`config.mk`:
```
export PLATFORM = sky130hd
export DESIGN_NAME = seq_detect_param
export DESIGN_NICKNAME = d
export VERILOG_FILES = /design/src/rtl/seq_detect_pkg.sv /design/src/rtl/seq_sat_counter.sv /design/src/rtl/seq_detect_param.sv
export SDC_FILE = /design/constraint.sdc
export NUM_CORES = 1
export LEC_CHECK = 0
export BUFFER_PORTS_ARGS = -buffer_cell sky130_fd_sc_hd__buf_2
export CORE_UTILIZATION = 45
export DETAILED_ROUTE_END_ITERATION = 6
export GPL_ROUTABILITY_DRIVEN = 0
export GPL_TIMING_DRIVEN = 0
export PLACE_DENSITY = 0.64
export SYNTH_ARGS = -nofsm -noshare
export SYNTH_HDL_FRONTEND = slang
export SYNTH_HIERARCHICAL = 1
export SYNTH_SLANG_ARGS = --single-unit
```
`constraint.sdc`:
```
create_clock -name clk -period 8.14 [get_ports clk]
set_input_delay 1.221 -clock clk [delete_from_list [all_inputs] [get_ports clk]]
set_output_delay 1.221 -clock clk [all_outputs]
set_load 0.02 [all_outputs]
```
`src/rtl/seq_detect_pkg.sv`:
```
// Shared types and helpers for the programmable serial pattern detector.
//   state_e  : detector FSM states (DIS, FILL, ARMED)
//   len_w()  : width of a field that can hold 0..max_len
//   sat_inc(): increment that stops at a limit instead of wrapping
package seq_detect_pkg;

  typedef enum logic [1:0] {
    DIS   = 2'd0,  // no valid configuration loaded
    FILL  = 2'd1,  // fewer than cfg_len bits collected since last clear
    ARMED = 2'd2   // history full, compare on every accepted bit
  } state_e;

  function automatic int len_w(input int max_len);
    return $clog2(max_len + 1);
  endfunction

  function automatic logic [31:0] sat_inc(input logic [31:0] value,
                                          input logic [31:0] limit);
    return (value >= limit) ? limit : value + 32'd1;
  endfunction

endpackage

```
`src/rtl/seq_sat_counter.sv`:
```
// Saturating up-counter with synchronous clear.
// Ports:
//   clk   : rising-edge clock
//   reset : asynchronous active-high reset (count -> 0)
//   inc   : increment by one this edge (holds at 2^W-1)
//   clr   : clear to zero this edge (wins over inc)
//   count : current count
module seq_sat_counter
  import seq_detect_pkg::*;
#(
  parameter int W = 8
) (
  input  logic         clk,
  input  logic         reset,
  input  logic         inc,
  input  logic         clr,
  output logic [W-1:0] count
);

  localparam logic [31:0] LIMIT = 32'((64'd1 << W) - 64'd1);

  // NOTE: sequential state uses non-blocking assignments so every register
  // samples pre-edge values, independent of process ordering.
  always_ff @(posedge clk or posedge reset) begin
    if (reset) begin
      count <= '0;
    end else if (clr) begin
      count <= '0;
    end else if (inc) begin
      count <= W'(sat_inc(32'(count), LIMIT));
    end
  end

endmodule

```
`src/rtl/seq_detect_param.sv`:
```
// Runtime-programmable serial pattern detector.
// A pattern of 1..MAX_LEN bits is loaded with cfg_load; accepted input bits
// shift into a history register and a registered one-cycle pulse is emitted
// on seq_seen for each match. Overlapping or non-overlapping detection is
// selectable; matches are counted in a saturating counter.
// Ports:
//   clk, reset   : rising-edge clock, asynchronous active-high reset
//   inp_bit      : serial data bit, sampled only when inp_valid is high
//   inp_valid    : input qualifier
//   cfg_load     : latch pattern/pat_len/overlap_en; clears detection state
//   pattern      : pattern[pat_len-1] is the first bit, pattern[0] the last
//   pat_len      : pattern length; 0 or > MAX_LEN disables detection
//   overlap_en   : 1 = overlapping, 0 = restart after each match
//   seq_seen     : one-cycle match pulse (registered)
//   match_count  : saturating count of matches since last load/reset
//   active       : a valid configuration is loaded
//   last_gap     : (only with SEQ_DETECT_LAST_MATCH_EN defined) accepted bits
//                  strictly between the last two matches, saturating
module seq_detect_param
  import seq_detect_pkg::*;
#(
  parameter int MAX_LEN = 8,
  parameter int CNT_W   = 8
) (
  input  logic                       clk,
  input  logic                       reset,
  input  logic                       inp_bit,
  input  logic                       inp_valid,
  input  logic                       cfg_load,
  input  logic [MAX_LEN-1:0]         pattern,
  input  logic [len_w(MAX_LEN)-1:0]  pat_len,
  input  logic                       overlap_en,
  output logic                       seq_seen,
  output logic [CNT_W-1:0]           match_count,
  output logic                       active
`ifdef SEQ_DETECT_LAST_MATCH_EN
  ,
  output logic [CNT_W-1:0]           last_gap
`endif
);

  localparam int LEN_W = len_w(MAX_LEN);

  state_e             state, state_next;
  logic [MAX_LEN-1:0] cfg_pat, hist, hist_next, hist_d, len_mask;
  logic [LEN_W-1:0]   cfg_len, fill, fill_next, fill_d;
  logic               cfg_ovl, len_ok, accepted, match;

  assign len_ok    = (pat_len != '0) && (int'(pat_len) <= MAX_LEN);
  // A load edge ignores data; DIS never accepts bits.
  assign accepted  = inp_valid && !cfg_load && (state != DIS);
  assign hist_next = {hist[MAX_LEN-2:0], inp_bit};
  assign fill_next = LEN_W'(sat_inc(32'(fill), 32'(cfg_len)));

  // NOTE: every always_comb output gets a default before any branch, so no
  // path leaves it unassigned and no latch is inferred.
  always_comb begin
    len_mask = '0;
    for (int i = 0; i < MAX_LEN; i++) begin
      len_mask[i] = (i < int'(cfg_len));
    end
  end

  assign match = accepted && (fill_next >= cfg_len) &&
                 (((hist_next ^ cfg_pat) & len_mask) == '0);

  always_comb begin
    state_next = state;
    hist_d     = hist;
    fill_d     = fill;
    if (cfg_load) begin
      state_next = len_ok ? FILL : DIS;
      hist_d     = '0;
      fill_d     = '0;
    end else if (accepted) begin
      hist_d = hist_next;
      fill_d = fill_next;
      if (match && !cfg_ovl) begin
        // Non-overlapping: the matched bits may not start the next match.
        hist_d     = '0;
        fill_d     = '0;
        state_next = FILL;
      end else if (fill_next >= cfg_len) begin
        state_next = ARMED;
      end else begin
        state_next = FILL;
      end
    end
  end

  always_ff @(posedge clk or posedge reset) begin
    if (reset) begin
      state <= DIS;
    end else begin
      state <= state_next;
    end
  end

  // NOTE: history is a flop-based shift register, not a RAM, so it takes the
  // async reset along with the rest of the datapath.
  always_ff @(posedge clk or posedge reset) begin
    if (reset) begin
      hist     <= '0;
      fill     <= '0;
      cfg_pat  <= '0;
      cfg_len  <= '0;
      cfg_ovl  <= 1'b0;
      seq_seen <= 1'b0;
    end else begin
      hist     <= hist_d;
      fill     <= fill_d;
      seq_seen <= match;
      if (cfg_load) begin
        cfg_pat <= pattern;
        cfg_len <= pat_len;
        cfg_ovl <= overlap_en;
      end
    end
  end

  assign active = (state != DIS);

  seq_sat_counter #(.W(CNT_W)) u_match_cnt (
    .clk   (clk),
    .reset (reset),
    .inc   (match),
    .clr   (cfg_load),
    .count (match_count)
  );

`ifdef SEQ_DETECT_LAST_MATCH_EN
  // Accepted bits since the previous match; captured into last_gap on a
  // match, but only once a previous match exists to measure from.
  logic [CNT_W-1:0] gap_run;
  logic             have_match;

  seq_sat_counter #(.W(CNT_W)) u_gap_run (
    .clk   (clk),
    .reset (reset),
    .inc   (accepted && !match),
    .clr   (cfg_load || match),
    .count (gap_run)
  );

  always_ff @(posedge clk or posedge reset) begin
    if (reset) begin
      last_gap   <= '0;
      have_match <= 1'b0;
    end else if (cfg_load) begin
      last_gap   <= '0;
      have_match <= 1'b0;
    end else if (match) begin
      have_match <= 1'b1;
      if (have_match) begin
        last_gap <= gap_run;
      end
    end
  end
`endif

endmodule
```
==> results.json, run 1 <==
{
  "io_buffers": 27,
  "arrival_ns": 3.89,
  "powerDensity_mw_per_mm2": 179,
  "ys_ff_latch": 35,
  "critPathTopFamily": "simple AND/OR/NAND/NOR gates",
  "clock_sinks": 35,
  "period_needed_ns": 3.73,
  "worst-r2r-cell-count": 15,
  "pre_cts_ws_ns": 4.42,
  "die-area_mm2": 0.00477,
  "wl_per_cell_um": 14.6,
  "synth_flop_cell": "dfrtp_1",
  "syn-num-nets": 224,
  "drt-total-wl_um": 4130,
  "finalWorstSetupSlack_ns": 4.41,
  "path_class": "reg2reg",
  "clock_skew_ns": 0.00550,
  "cap_viol_max_count": 0,
  "cts_resized": 0,
  "die_x_um": 69.0,
  "multi_input_area_mm2": 0.00107,
  "finalHoldViolations": 0,
  "grt_pass1_wl_um": 7030,
  "run_status": "completed",
  "crit_start": "cfg_len[1]$_DFFE_PP0P_",
  "grt_max_degree": 28,
  "drt_iter0_drc": 101,
  "ant_nets": 0,
  "path_buf_inv": 2,
  "path_depth": 15,
  "diodes": 0,
  "rows": 24,
  "endpoint_kind": "register",
  "setup_violations": 0,
  "rsz0062_at_grt": "no",
  "r2r_slack_ns": 4.41,
  "cts_max_path_buffers": 2,
  "antenna_found_initial": 0,
  "grt_pass1_vias": 1486,
  "grt.overflow.total": 0,
  "ir_drop_mv": 0.120,
  "hold_path_class": "reg2reg",
  "start_util": 0.468,
  "num_vias": 1593,
  "yosysSeqAreaShare": 0.433,
  "cp_max_fo": 8,
  "drive_gt1_frac": 0.216,
  "setup_tns_ns": 0,
  "dp_hpwl_um": 3010,
  "grt_use_total": 0.187,
  "ys_types": 50,
  "areaGrowthSynthToFinish_pct": 14.9,
  "regToRegEndpoint": "u_match_cnt/count[5]$_DFFE_PP0P_",
  "core_region_area_mm2": 0.00432,
  "maxSlewHeadroom": 0.309,
  "io_pins": 28,
  "fin_nets": 258,
  "ys.warnings.count": 6,
  "avgSynthCellArea_um2": 10.3,
  "crit_chain": "inv_1 -> ha_1 -> inv_1 -> o21ai_1 -> and3_1 -> nor2_1 -> ha_1 -> nand2b_1 -> a21oi_1 -> o21ai_0 -> nand2_1 -> nor2_1 -> and4_4 -> and4_1 -> a211oi_2",
  "synth_edf_count": 0,
  "ys_async_sr_fraction": 1.00,
  "clk_latency_ns": 0.29,
  "worstMarginPinSlew_ns": 1.04,
  "cts.clk_slew.worst_paths_ns": 0.07,
  "cts-root-buf": "clkbuf_8",
  "regArea_um2": 876,
  "cts_setup_buffers": 0,
  "synth_cells": 196,
  "rr_startpoint": "cfg_len[1]$_DFFE_PP0P_",
  "drc_errors": 0,
  "cpPeakStageDelay_ns": 0.48,
  "fmaxAchievable_mhz": 268,
  "p_leak_uw": 0.00111,
  "slew_violations": 0,
  "cts_hold_buf": 0,
  "die_height_um": 69.0,
  "cts_buffers": 5,
  "cp-start-kind": "register",
  "cp.required_ns": 8.30,
  "vias_per_cell": 5.63,
  "drtPass1Iterations": 4,
  "cts_tree": "yes",
  "critical_path.endpoint": "u_match_cnt/count[5]$_DFFE_PP0P_",
  "htree_levels": 2,
  "fill_cells": 426,
  "slowest_stage": "dfrtp_1",
  "syn-cell-area_mm2": 0.00202,
  "min_period_over_period": 0.458
}
## area by class of cell
class / instances / share of cell area
Multi-Input combinational cell: 146 / 0.462
Sequential cell: 35 / 0.377
Timing Repair Buffer: 27 / 0.0582
Clock buffer: 8 / 0.0431
Tap cell: 52 / 0.0280
Buffer: 7 / 0.0183
Inverter: 8 / 0.0129
## kinds of logic after synthesis
kind of cell,count (synthesis),synth area share
flip-flops,35,0.433
multiplexers,9,0.0501
XOR/XNOR,10,0.0433
AO/OA/AOI/OAI,58,0.206
adder cells (fa/ha/maj),10,0.0619
AND/OR/NAND/NOR,59,0.170
buffers and inverters,15,0.0359
## layer usage
layer  part of all wire  vias to the layer above  track usage
met5                  0                        -            0
met4              0.015                        0       0.0680
met3              0.036                        7       0.0468
met2               0.48                       25        0.297
met1               0.47                      771        0.247
li1                   -                      790            -
## flip-flops by register name (all words and copies together), names as in the netlist
signal and cells:
cfg_pat 8, u_match_cnt/count 8, hist 7, cfg_len 4
fill 4, state 2, cfg_ovl 1, seq_seen 1
## how the worst min path moves through the flow
stage / startpoint / end / slack, ns / cells after the start
2_1_floorplan: cfg_pat[1]$_DFFE_PP0P_ / cfg_pat[1]$_DFFE_PP0P_ / 0.48 / 1
3_3_place_gp: cfg_pat[3]$_DFFE_PP0P_ / cfg_pat[3]$_DFFE_PP0P_ / 0.49 / 1
3_5_place_dp: cfg_pat[3]$_DFFE_PP0P_ / cfg_pat[3]$_DFFE_PP0P_ / 0.50 / 1
4_1_cts: cfg_pat[3]$_DFFE_PP0P_ / cfg_pat[3]$_DFFE_PP0P_ / 0.51 / 1
5_1_grt: cfg_pat[2]$_DFFE_PP0P_ / cfg_pat[2]$_DFFE_PP0P_ / 0.52 / 1
6_report: cfg_pat[3]$_DFFE_PP0P_ / cfg_pat[3]$_DFFE_PP0P_ / 0.50 / 1
## cell usage after synthesis (all sizes together) (3+ instances only)
master | n | area share
dfrtp | 35 | 0.43
nor2 | 14 | 0.026
a21oi | 12 | 0.032
o21ai | 12 | 0.030
nand2 | 11 | 0.020
ha | 10 | 0.062
mux2 | 9 | 0.050
inv | 8 | 0.015
a22oi | 7 | 0.026
xor2 | 7 | 0.030
nand3 | 6 | 0.015
a211oi | 5 | 0.026
a31oi | 5 | 0.015
and4 | 4 | 0.020
buf | 4 | 0.015
nor2b | 4 | 0.012
o21a | 4 | 0.015
and3 | 3 | 0.0093
clkbuf | 3 | 0.0056
nor3 | 3 | 0.0074
xnor2 | 3 | 0.013
## layout by cell type, fill, tap and decap left out, drive strengths merged, types with 8 or more instances in the layout
cell type / synthesis / routed
o21ai: 12 / 12
clkbuf: 3 / 11
nor2: 14 / 14
a21oi: 12 / 12
dfrtp: 35 / 35
buf: 4 / 31
inv: 8 / 8
nand2: 11 / 11
mux2: 9 / 9
ha: 10 / 10
## per-stage QoR
step | cells | hold slack [ns] | instance area, um2 | utilization | power [uW]
CTS | 283 | 0.512 | 2320 | 0.537 | 422
global route | 283 | 0.516 | 2320 | 0.537 | 441
detailed placement | 275 | 0.497 | 2220 | 0.514 | 282
global placement | 275 | 0.489 | 2220 | 0.514 | 282
floorplan | 196 | 0.479 | 2020 | - | 259
finish | 283 | 0.504 | 2320 | 0.537 | 416
## report_power, final
group | internal (uW) | leakage [uW] | switching [uW]
Combinational | 36.1 | 0.000605 | 48.9
Clock | 77.2 | 0.0000515 | 60.2
Sequential | 184 | 0.000458 | 9.19
(Power assumes the default switching activity.)
==> inputs of run 2 (changes only) <==
PLACE_DENSITY = 0.66   (was 0.64)
clock period = 3.25 ns   (was 8.14 ns; I/O delays follow)
==> results.json, run 2 (synthesis results as in run 1) <==
{
  "drtPass1Iterations": 4,
  "num_vias": 1648,
  "grt_max_degree": 28,
  "rows": 24,
  "clock_skew_ns": 0.00747,
  "htree_levels": 2,
  "die_x_um": 69.0,
  "die_height_um": 69.0,
  "cts-root-buf": "clkbuf_8",
  "finalHoldViolations": 0,
  "grt_pass1_vias": 1587,
  "io_pins": 28,
  "layout_common_cells": "dfrtp_1 (34), buf_2 (27), nor2_1 (13)",
  "slew_violations": 0,
  "final_util": 0.566,
  "fmaxAchievable_mhz": 322,
  "drive_gt1_frac": 0.303,
  "clk_latency_ns": 0.29,
  "setup_tns_ns": 0,
  "cts_max_path_buffers": 2,
  "p_leak_uw": 0.00117,
  "p_total_uw": 1090,
  "grt_use_total": 0.200,
  "drt-total-wl_um": 4530,
  "diodes": 0,
  "vias_per_cell": 5.62,
  "wl_per_cell_um": 15.5,
  "setup_violations": 0,
  "maxSlewHeadroom": 0.274,
  "cts_buffers": 5,
  "arrival_ns": 3.27,
  "endpoint_kind": "register",
  "drc_errors": 0,
  "reg_top3": "cfg_pat x8, u_match_cnt/count x8, hist x7",
  "ant_nets": 0,
  "io_buffers": 27,
  "path_class": "reg2reg",
  "core_region_area_mm2": 0.00432,
  "fin_nets": 268,
  "grt.overflow.total": 0,
  "start_util": 0.468,
  "cts.clk_slew.worst_paths_ns": 0.07,
  "hold_path_class": "in2async",
  "cp-start-kind": "register",
  "worstMarginPinSlew_ns": 1.09,
  "drt_iter0_drc": 113,
  "cap_viol_max_count": 0,
  "grt_pass1_wl_um": 7560,
  "cp_max_fo": 9,
  "areaGrowthSynthToFinish_pct": 21.1,
  "run_status": "completed",
  "cts_tree": "yes",
  "antenna_found_initial": 0,
  "cp.required_ns": 3.41,
  "clock_sinks": 35,
  "die-area_mm2": 0.00477,
  "dp_hpwl_um": 3050,
  "ir_drop_mv": 0.305,
  "period_needed_ns": 3.11,
  "powerDensity_mw_per_mm2": 446,
  "layout.cells.most_common": "dfrtp_1",
  "min_period_over_period": 0.957
}
-- run 2: changes by cell type in the layout (fill, tap and decap cells not counted), moves of 2 or more --
| cell | change |
|---|---|
| o21ai_1 | -2 |
| a21oi_1 | -2 |
| ha_1 | -2 |
| a21oi_2 | +2 |
| nor2b_1 | -2 |
| buf_4 | +11 |
| ha_2 | +2 |
| clkbuf_8 | -2 |
| o21ai_2 | +2 |
-- run 2: what timing repair did --
action                                  CTS  global route
gates resized for setup                   6            14
cloned                                    0             0
endpoints found under the setup margin    8            16
setup buffers                             0            10
hold buffers                              0             0
pin swaps                                 0             5
-- run 2: final timing paths --
kind | from | slack [ns] | to | cells past startpoint
min reg2reg | cfg_pat[3]$_DFFE_PP0P_ | 0.51 | cfg_pat[3]$_DFFE_PP0P_ | 1
max in group asynchronous | reset | 2.06 | cfg_len[1]$_DFFE_PP0P_ | 2
min | reset | 0.15 | u_match_cnt/count[4]$_DFFE_PP0P_ | 2
min in group clk | pattern[3] | 0.41 | cfg_pat[3]$_DFFE_PP0P_ | 2
max | cfg_len[3]$_DFFE_PP0P_ | 0.14 | u_match_cnt/count[5]$_DFFE_PP0P_ | 15
max reg2reg | cfg_len[3]$_DFFE_PP0P_ | 0.14 | u_match_cnt/count[5]$_DFFE_PP0P_ | 15
-- run 2: worst max-delay path, cell delays in order (launching register included) --
cell and delay, ns:
dfrtp_1 0.38, buf_6 0.13, inv_1 0.13, ha_2 0.26
nand2b_1 0.26, buf_4 0.15, nand3_1 0.08, and2_1 0.15
ha_1 0.28, nand2_1 0.08, o21ai_2 0.22, nand2_2 0.10
nor2_4 0.19, and4_4 0.28, and4_1 0.23, a211oi_2 0.07
-- run 2: layer usage --
layer,global-route usage,vias to the layer above,part of all wire
met5,0,-,0
met4,0.0612,0,0.0093
met3,0.0453,5,0.031
met2,0.327,26,0.48
met1,0.264,800,0.48
li1,-,817,-
-- run 2: metrics by stage --
step / std cells / area (um2) / setup slack [ns] / hold slack [ns]
floorplan: 196 / 2020 / 0.133 / 0.303
global placement: 275 / 2220 / -0.426 / 0.470
finish: 293 / 2450 / 0.141 / 0.154
CTS: 283 / 2320 / 0.0208 / 0.153
detailed placement: 275 / 2220 / -0.419 / 0.467
global route: 293 / 2450 / -0.0334 / 0.163
-- run 2: power breakdown --
group	internal, uW	switching [uW]	leakage [uW]	total, uW
sequential	461	24.3	0.000457	485
clock	150	159	0.0000412	309
combinational	144	154	0.000672	298
total	754	338	0.00117	1090
-- run 2: area by class of cell --
cell class                 count  area (um2)
sequential                    35         877
tap                           52        65.1
buffer                         7        45.0
clock buffer                   6        72.6
inverter                       8        30.0
clock inverter                 2        12.5
fill                         419        1880
timing repair buffer          37         210
multi-input combinational    146        1140
==> inputs of run 3 (changes only) <==
ABC_AREA = 1   (was default)
==> results.json, run 3 <==
{
  "synth_flop_cell": "dfrtp_1",
  "start_util": 0.480,
  "layout.cells.most_common": "nand2_1",
  "synth_common_cells": "nand2_1 (115), dfrtp_1 (35), inv_1 (33), o21ai_0 (18), nand3_1 (13)",
  "place_area_mm2": 0.00235,
  "vias_per_cell": 4.97,
  "slew_violations": 0,
  "core_region_area_mm2": 0.00447,
  "die_height_um": 71.1,
  "reg_top3": "cfg_pat x8, u_match_cnt/count x8, hist x7",
  "htree_levels": 2,
  "fill_cells": 429,
  "ys_async_sr_fraction": 1.00,
  "yosys-top-cells-area": "dfrtp_1 (41%), nand2_1 (20%), ha_1 (5.8%)",
  "synth_top_area_cell": "dfrtp_1",
  "synth_top_area_share": 0.408,
  "avgSynthCellArea_um2": 7.48,
  "syn-num-nets": 315,
  "cts_tree": "yes",
  "regArea_um2": 877,
  "worstMarginPinSlew_ns": 1.07,
  "areaGrowthSynthToFinish_pct": 15.0,
  "path_class": "reg2reg",
  "rows": 24,
  "fmaxAchievable_mhz": 331,
  "ys.warnings.count": 6,
  "clock_sinks": 35,
  "final_area_mm2": 0.00247,
  "layout_common_cells": "nand2_1 (115), dfrtp_1 (34), inv_1 (32)",
  "cts.clk_slew.worst_paths_ns": 0.07,
  "cp-start-kind": "register",
  "cp.required_ns": 3.47,
  "clk_latency_ns": 0.29,
  "die-area_mm2": 0.00505,
  "grt_max_degree": 28,
  "ys_ff_latch": 35,
  "grt.overflow.total": 0,
  "period_needed_ns": 3.02,
  "fin_nets": 349,
  "io_pins": 28,
  "min_period_over_period": 0.930,
  "antenna_found_initial": 0,
  "final_util": 0.552,
  "cp_max_fo": 8,
  "drive_gt1_frac": 0.205,
  "synth_cells": 287,
  "rsz0062_at_grt": "no",
  "multi_input_area_mm2": 0.00111,
  "clock_skew_ns": 0.00619,
  "arrival_ns": 3.24,
  "cts-root-buf": "clkbuf_8",
  "cap_viol_max_count": 0,
  "cts_max_path_buffers": 2,
  "io_buffers": 27,
  "p_leak_uw": 0.00132,
  "yosysMostFrequentCell": "nand2_1",
  "wl_per_cell_um": 12.7,
  "powerDensity_mw_per_mm2": 450,
  "ys_types": 28,
  "drt_iter0_drc": 142,
  "ant_nets": 0,
  "ir_drop_mv": 0.257,
  "die_x_um": 71.1,
  "run_status": "finished with violations",
  "synth_edf_count": 0,
  "cts_hold_buf": 0,
  "grt_pass1_wl_um": 8000,
  "finalHoldViolations": 0,
  "dp_hpwl_um": 3460,
  "yosysSeqAreaShare": 0.408,
  "hold_path_class": "in2async",
  "drtPass1Iterations": 6,
  "syn-cell-area_mm2": 0.00215,
  "endpoint_kind": "register",
  "drt-total-wl_um": 4730,
  "cts_buffers": 5,
  "p_total_uw": 1110,
  "maxSlewHeadroom": 0.286,
  "violations": "design-rule violations",
  "diodes": 0,
  "grt_pass1_vias": 1715,
  "num_vias": 1859,
  "drc_errors": 2,
  "grt_use_total": 0.207,
  "setup_violations": 0
}
-- run 3: critical path: stages (launching register included) --
cell and delay, ns:
dfrtp_2 0.42, inv_2 0.08, ha_1 0.29, inv_1 0.05, o21bai_1 0.12, nand3_1 0.12, nand3_4 0.14, nand2_1 0.08
o21ai_2 0.09, inv_1 0.07, ha_1 0.27, inv_1 0.03, nand2_1 0.05, nand2_1 0.04, nand2_1 0.06, nand2_1 0.08
a21oi_2 0.20, and3_2 0.27, nand2_1 0.14, inv_2 0.12, nand2_1 0.06, nand2_1 0.06, inv_1 0.03, nor2_1 0.09
-- run 3: timing repair --
action / CTS / global route
setup endpoints to repair: 1 / 8
endpoints found under the hold margin: 0 / 0
pin swaps: 0 / 1
setup buffers: 0 / 0
gates resized for setup: 2 / 6
-- run 3: path summary, 6_finish.rpt --
| check | startpoint | cells after the start | slack [ns] | end |
|---|---|---|---|---|
| max reg2reg | cfg_len[1]$_DFFE_PP0P_ | 23 | 0.23 | u_match_cnt/count[6]$_DFFE_PP0P_ |
| max in group asynchronous | reset | 2 | 2.07 | cfg_len[1]$_DFFE_PP0P_ |
| min reg2reg | cfg_pat[3]$_DFFE_PP0P_ | 2 | 0.49 | cfg_pat[3]$_DFFE_PP0P_ |
| min | reset | 2 | 0.16 | u_match_cnt/count[2]$_DFFE_PP0P_ |
| min in group clk | pattern[7] | 3 | 0.40 | cfg_pat[7]$_DFFE_PP0P_ |
| max | cfg_len[1]$_DFFE_PP0P_ | 23 | 0.23 | u_match_cnt/count[6]$_DFFE_PP0P_ |
-- run 3: logic make-up after synthesis --
group,synth area share
xor gates and xnor gates,0.0163
and+or+nand+nor,0.341
DFF,0.408
buffers and inverters,0.0868
adders and majority gates,0.0583
AOI/OAI and AO/OA,0.0897
-- run 3: layout make-up --
type | instances | share of cell area
Inverter | 39 | 0.0598
Buffer | 6 | 0.0157
Clock buffer | 8 | 0.0405
Multi-Input combinational cell | 207 | 0.448
Sequential cell | 35 | 0.355
Tap cell | 52 | 0.0263
Timing Repair Buffer | 27 | 0.0547
-- run 3: through the flow --
stage	hold slack (ns)	cells	TNS, ns	setup WS, ns
6_report	0.155	374	0	0.227
5_1_grt	0.173	374	0	0.00588
4_1_cts	0.166	374	0	0.0141
3_5_place_dp	0.475	366	-0.0658	-0.0658
3_3_place_gp	0.470	366	-0.0533	-0.0533
2_1_floorplan	0.303	287	0	0.447
-- run 3: where the power goes --
group	total [uW]	switching (uW)	internal (uW)
clock	353	160	194
combinational	268	172	95.3
sequential	491	27.7	464
total	1110	360	753
-- run 3: layer usage --
layer | GRT usage | wire [um]
met5 | 0 | 0
met4 | 0.0533 | 44
met1 | 0.278 | 2320
met3 | 0.0470 | 165
met2 | 0.339 | 2200
